[src/rtl/stage4_fast_pack_pkg.sv]
// Shared widths, state encoding and length clamp for the stage-4 fast message packer.
package stage4_fast_pack_pkg;

  localparam int FAST_MSG_BITS  = 344;
  localparam int FAST_LEN_BITS  = 8;
  localparam int FAST_MSG_BYTES = FAST_MSG_BITS / 8;
  localparam int OFF_W          = 6;

  typedef enum logic {
    S4_IDLE = 1'b0,
    S4_SEND = 1'b1
  } s4_state_t;

  function automatic logic len_too_long(input logic [FAST_LEN_BITS-1:0] len);
    return len > FAST_LEN_BITS'(FAST_MSG_BYTES);
  endfunction

  // Out-of-range lengths saturate to a full message rather than wrapping.
  function automatic logic [OFF_W-1:0] clamp_len(input logic [FAST_LEN_BITS-1:0] len);
    if (len_too_long(len)) return OFF_W'(FAST_MSG_BYTES);
    return len[OFF_W-1:0];
  endfunction

endpackage

[src/rtl/stage4_byte_sel.sv]
// Picks byte `off` (byte 0 = most significant) out of one held fast message.
module stage4_byte_sel
  import stage4_fast_pack_pkg::*;
(
  input  logic [FAST_MSG_BITS-1:0] msg,
  input  logic [OFF_W-1:0]         off,
  output logic [7:0]               sel_byte
);

  always_comb begin
    sel_byte = '0;
    for (int k = 0; k < FAST_MSG_BYTES; k++) begin
      if (off == OFF_W'(k)) sel_byte = msg[FAST_MSG_BITS-1-8*k -: 8];
    end
  end

endmodule

[src/rtl/stage4_fast_pack.sv]
// Serialises a three-message fast group onto a byte valid/ready stream.
// Define STAGE4_FAST_STATS_EN to add the msg_cnt/byte_cnt statistics ports.
//
// state   | meaning
// S4_IDLE | ready for a group; all-zero-length groups are absorbed here
// S4_SEND | streaming byte `off` of held message `idx`
module stage4_fast_pack
  import stage4_fast_pack_pkg::*;
(
  input  logic                     clk,
  input  logic                     rst_n,
  input  logic                     in_valid,
  output logic                     in_ready,
  input  logic [FAST_MSG_BITS-1:0] msg_1,
  input  logic [FAST_MSG_BITS-1:0] msg_2,
  input  logic [FAST_MSG_BITS-1:0] msg_3,
  input  logic [FAST_LEN_BITS-1:0] len_1,
  input  logic [FAST_LEN_BITS-1:0] len_2,
  input  logic [FAST_LEN_BITS-1:0] len_3,
  output logic [7:0]               out_data,
  output logic                     out_valid,
  input  logic                     out_ready,
  output logic                     out_sop,
  output logic                     out_eop,
  output logic                     out_last,
  output logic                     len_err
`ifdef STAGE4_FAST_STATS_EN
  ,
  output logic [31:0]              msg_cnt,
  output logic [31:0]              byte_cnt
`endif
);

  s4_state_t                state;
  logic [FAST_MSG_BITS-1:0] msg_q [3];
  logic [OFF_W-1:0]         len_q [3];
  logic [1:0]               idx;
  logic [OFF_W-1:0]         off;

  logic [FAST_MSG_BITS-1:0] msg_cur;
  logic [OFF_W-1:0]         len_cur;
  logic [7:0]               sel_byte;
  logic                     has_next;
  logic [1:0]               next_idx;
  logic                     sending;
  logic                     at_eop;
  logic [OFF_W-1:0]         cl_1, cl_2, cl_3;

  assign cl_1 = clamp_len(len_1);
  assign cl_2 = clamp_len(len_2);
  assign cl_3 = clamp_len(len_3);

  always_comb begin
    case (idx)
      2'd0:    begin msg_cur = msg_q[0]; len_cur = len_q[0]; end
      2'd1:    begin msg_cur = msg_q[1]; len_cur = len_q[1]; end
      default: begin msg_cur = msg_q[2]; len_cur = len_q[2]; end
    endcase
  end

  // Later messages with zero length are skipped entirely.
  always_comb begin
    has_next = 1'b0;
    next_idx = 2'd2;
    case (idx)
      2'd0: begin
        if (len_q[1] != '0) begin
          has_next = 1'b1;
          next_idx = 2'd1;
        end else if (len_q[2] != '0) begin
          has_next = 1'b1;
          next_idx = 2'd2;
        end
      end
      2'd1: has_next = (len_q[2] != '0);
      default: has_next = 1'b0;
    endcase
  end

  stage4_byte_sel u_byte_sel (
    .msg      (msg_cur),
    .off      (off),
    .sel_byte (sel_byte)
  );

  assign sending   = (state == S4_SEND);
  assign at_eop    = (off == len_cur - OFF_W'(1));
  assign in_ready  = (state == S4_IDLE);
  assign out_valid = sending;
  assign out_data  = sending ? sel_byte : 8'h00;
  assign out_sop   = sending & (off == '0);
  assign out_eop   = sending & at_eop;
  assign out_last  = sending & at_eop & ~has_next;

  always_ff @(posedge clk) begin
    if (!rst_n) begin
      state   <= S4_IDLE;
      idx     <= '0;
      off     <= '0;
      len_err <= 1'b0;
      for (int m = 0; m < 3; m++) begin
        msg_q[m] <= '0;
        len_q[m] <= '0;
      end
    end else begin
      case (state)
        S4_IDLE: begin
          if (in_valid) begin
            msg_q[0] <= msg_1;
            msg_q[1] <= msg_2;
            msg_q[2] <= msg_3;
            len_q[0] <= cl_1;
            len_q[1] <= cl_2;
            len_q[2] <= cl_3;
            off      <= '0;
            len_err  <= len_err | len_too_long(len_1) | len_too_long(len_2)
                        | len_too_long(len_3);
            if (cl_1 != '0) begin
              idx   <= 2'd0;
              state <= S4_SEND;
            end else if (cl_2 != '0) begin
              idx   <= 2'd1;
              state <= S4_SEND;
            end else if (cl_3 != '0) begin
              idx   <= 2'd2;
              state <= S4_SEND;
            end
          end
        end
        S4_SEND: begin
          if (out_ready) begin
            if (!at_eop) begin
              off <= off + OFF_W'(1);
            end else if (has_next) begin
              idx <= next_idx;
              off <= '0;
            end else begin
              state <= S4_IDLE;
            end
          end
        end
        default: state <= S4_IDLE;
      endcase
    end
  end

`ifdef STAGE4_FAST_STATS_EN
  always_ff @(posedge clk) begin
    if (!rst_n) begin
      msg_cnt  <= '0;
      byte_cnt <= '0;
    end else if (sending && out_ready) begin
      byte_cnt <= byte_cnt + 32'd1;
      if (at_eop) msg_cnt <= msg_cnt + 32'd1;
    end
  end
`endif

endmodule
[config.mk]
export PLATFORM = sky130hd
export DESIGN_NAME = stage4_fast_pack
export DESIGN_NICKNAME = d
export VERILOG_FILES = /design/src/rtl/stage4_fast_pack_pkg.sv /design/src/rtl/stage4_byte_sel.sv /design/src/rtl/stage4_fast_pack.sv
export SDC_FILE = /design/constraint.sdc
export NUM_CORES = 2
export LEC_CHECK = 0
export CORE_AREA = 2 2 424 426
export CTS_CLUSTER_SIZE = 14
export DETAILED_ROUTE_END_ITERATION = 10
export DIE_AREA = 0 0 426 428
export GPL_ROUTABILITY_DRIVEN = 0
export GPL_TIMING_DRIVEN = 0
export SLEW_MARGIN = 20
export SYNTH_ARGS = -nofsm -noshare
export SYNTH_HDL_FRONTEND = slang
export SYNTH_SLANG_ARGS = --single-unit
[constraint.sdc]
create_clock -name clk -period 76.8 [get_ports clk]
set_input_delay 7.68 -clock clk [delete_from_list [all_inputs] [get_ports clk]]
set_output_delay 7.68 -clock clk [all_outputs]
set_load 0.05 [all_outputs]
==> flow_results.org <==
** Clock tree
- Clock tree synthesis inserted a total of ~120 buffers.
- The H-tree was split into 3 levels.
- PostCTS Resize Cnt :: 0
- Clock Path Buffers :: 3
- The later pin in the worst-skew pair is clocked with a latency of about 800 ps.
- Root Buffer Master :: clkbuf_16
- Buffers inserted to repair hold after CTS numbered 0.
- Post-CTS timing repair inserted 0 buffers for setup.
- Clock-pin slew on the worst setup and hold paths :: 60 ps
- The tree built by TritonCTS fans out to roughly 1100 sinks.
- CTS tree :: built

** Min path
- Class of the worst hold path :: reg -> reg

** Timing
- Sum of negative setup slack :: 0 ps
- Final worst slack :: around 60000 ps
- For the final database, setup skew stands at between 40 and 50 ps.
- Final-report max-slew violation count :: 0
- Achievable clock frequency :: roughly 64 MHz
- Setup-failing EPs final :: 0
- Post-route clock period utilization :: slightly above 20%
- Measured slew at the worst slew-check pin :: 1250 ps
- Clock period minus final worst setup slack :: roughly 16000 ps
- Setup repair after global routing missed its margin :: false
- Number of hold violations in the final report :: 0
- Worst slew margin relative to its limit :: around 16%

** Route
- Vias :: roughly 46000
- Avg Vias per Cell :: between 5 and 6
- Iteration count of the initial detailed-routing pass :: 8
- Remaining DRCs :: 0
- Detail Route Antenna Nets :: 0
- Avg WL per Cell :: between 40 and 50 um
- Summed over all layers, the routed wires come to 324000 um.
- The first routing iteration left 7250 violations.

** Logic synthesis
- Yosys warning count :: 0
- Among all flip-flop cells after synthesis, the most frequent one is edfxtp_1.
- In the synthesized netlist the async set-or-reset flop fraction comes to 0%.
- The netlist uses a little over 90 different library cells.
- Synthesized area per cell :: roughly 12 um2
- Count of mapped cells out of synthesis :: 4226
- Summing every instance area after synthesis gives roughly 52000 um2.
- Counting flops and latches in the post-synthesis netlist gives ~1100.
- Number of enable-type register cells in the synthesized netlist :: between 1000 and 1500
- Net count after synthesis :: between 5000 and 6000
- Sequential elements use 61.4% of the synthesized area.

** Global route
- The via count of the first global-routing pass is 43332.
- Total gr overflow :: 0
- Pin count of the biggest net entering global routing :: 61
- The first global-routing pass estimated a little over 400000 um of wire.
- In the global route stage, overall resource usage came out at roughly 34%.
- Antenna violations before repair :: 64

** Power and ir drop
- Power share of the sequential group :: between 40% and 50%
- The analysis attributes to cell leakage a power of between 0.02 and 0.03 uW.
- Total power density per cell area :: approximately 22 nW/um2
- Net switching is a little under 30% of the power.
- Cell internal power was estimated by the tool at roughly 1100 uW.
- IR drop worst, VDD :: ~18 uV
- Per report_power, the combinational group accounts for 17.9% of the total.
- The share of total power dissipated in the clock network is between 30% and 40%.
- Summed over all nets, the switching power comes to 451 uW.

** Worst setup path
- STA classifies the critical path endpoint as an output port.
- By startpoint and endpoint, the worst setup path is classified as reg -> out.
- Req. time, crit path :: 69120 ps
- Data on the critical path arrives at its endpoint at slightly below 8000 ps.
- Reg2Reg Setup Slack :: 72670 ps
- Critical Path Source Type :: flop
- Worst-path fanout max :: 10

** Floorplanning
- The initialized floorplan defines 155 standard-cell rows.
- The total area inside the core boundary comes to ~180000 um2.
- Die Y-Extent :: roughly 430 um
- For this configuration, the core starts out at a cell density of between 20% and 30%.
- Die X-Extent :: about 430 um
- The floorplan step defined a die boundary enclosing between 150000 and 200000 um2.
- Pin placement for this block handled 1074 I/O pins.

** Layout
- The area growth from synthesis to layout is 35.4%.
- Core utilization of the finished layout :: between 30% and 40%
- NumNets Final :: between 6000 and 7000
- Count of non-filler cells in the finished layout :: just under 8000
- Layout cells sized above 1 :: between 8 and 9%

** Place
- Placed Instances :: approximately 7700
- DP Wirelength :: 251000 um
- At the placement stage, the worst setup path has a slack of slightly above 60000 ps.
- Count of port buffers added during placement :: between 1000 and 1500

** Status
- Status :: complete, no violations

** Run
- Max-cap violations in this run came to 0.
[per-stage QoR]
stage          total power (uW)  instance area (um2)  hold slack (ps)
2_1_floorplan               848                51700              511
3_3_place_gp               1040                65300              451
3_5_place_dp                983                66000              469
4_1_cts                    1550                69800              483
5_1_grt                    1590                69900              539
6_report                   1560                69900              480
[logic make-up (layout without fill, tap and decap cells)]
| family | count (synthesis) | after routing | synth area share (%) |
|---|---|---|---|
| and+or+nand+nor | 1669 | 1669 | 18.2 |
| DFF | 1060 | 1060 | 61.4 |
| buffers and inverters | 415 | 1730 | 4.02 |
| xor gates and xnor gates | 3 | 3 | 0.0509 |
| other | 0 | 46 | 0 |
| muxes | 414 | 414 | 8.22 |
| adders and majority gates | 5 | 5 | 0.121 |
| AOI/OAI and AO/OA | 660 | 660 | 7.93 |
[flip-flops by register name (all words and copies together), names as in the netlist]
name,flops
idx,2
len_err,1
len_q,18
msg_q,1032
off,6
out_valid,1
[placed cells by master (no fill, tap or decap), types with 10 or more instances in the layout]
cell type and count:
o21ai_1 10, nand2b_1 15, edfxtp_1 1050, nand4_1 13
o211ai_1 41, nor3_1 30, a21oi_1 173, clkbuf_1 271
buf_4 37, inv_1 17, a22oi_1 19, or4_1 12
clkinvlp_4 11, clkinv_2 25, nand2_1 270, mux2_2 70
nor2_1 157, nand3_1 43, o21ai_0 209, a211oi_1 45
o22ai_1 22, clkinv_1 20, clkdlybuf4s50_1 1072, clkbuf_16 120
dfxtp_1 10, clkbuf_2 16, mux2i_1 339, diode_2 46
a31oi_1 18, buf_6 35, buf_2 58, bufinv_16 11
buf_16 19, and3_1 1056, o2111ai_1 20, nor2b_1 17
[critical path, cell delays in order, from the launching register on]
cell and delay [ps]:
dfxtp_1 390, inv_2 330, buf_4 340, buf_2 710, buf_2 750, clkbuf_2 720
o21ai_0 290, a21oi_1 900, nand3_1 140, nor3_1 820, a22oi_1 160, a21oi_1 570
clkdlybuf4s50_1 970
[power by group through the flow]
stage	logic, uW	clock network (uW)	registers [uW]
finish	279	582	701
detailed placement	271	0	712
CTS	272	581	700
floorplan	97.3	0	750
global placement	265	0	773
global route	281	601	704
[synth_stat cells, types with 34 or more instances]
cell type,count,area share [%]
o211ai_1,41,0.60
buf_2,57,0.55
nor2_1,157,1.1
a21oi_1,173,1.7
buf_4,34,0.49
and3_1,1056,13
mux2_2,70,1.5
nand3_1,43,0.42
mux2i_1,339,6.6
a211oi_1,45,0.65
buf_6,35,0.76
o21ai_0,211,2.0
edfxtp_1,1050,61
nand2_1,271,2.0
clkbuf_1,263,1.9
[layer usage]
| layer | global-route usage, % | part of all wire (%) | vias to the layer above |
|---|---|---|---|
| met5 | 0 | 0.031 | - |
| met4 | 20.7 | 7.0 | 16 |
| met3 | 6.35 | 8.7 | 716 |
| met2 | 54.8 | 46 | 3401 |
| met1 | 42.8 | 38 | 22935 |
| li1 | - | - | 18673 |
[worst paths after layout]
kind / startpoint / to / cells past startpoint
setup / recovery: idx[1]$_SDFFE_PN0P_ / out_data[6] / 12
hold reg to reg: len_err$_SDFFE_PN0P_ / len_err$_SDFFE_PN0P_ / 2
hold / removal: len_err$_SDFFE_PN0P_ / len_err$_SDFFE_PN0P_ / 2
setup reg to reg: idx[1]$_SDFFE_PN0P_ / idx[1]$_SDFFE_PN0P_ / 7
[layout make-up]
type / instances / area, um2
Fill cell: 17257 / 108000
Sequential cell: 1060 / 31700
Multi-Input combinational cell: 2751 / 17900
Timing Repair Buffer: 1099 / 11400
Clock buffer: 143 / 3090
Tap cell: 2355 / 2950
Buffer: 397 / 2030
Clock inverter: 73 / 721
Antenna cell: 46 / 115
Inverter: 18 / 67.6
Power figures use the tool's default switching activity.
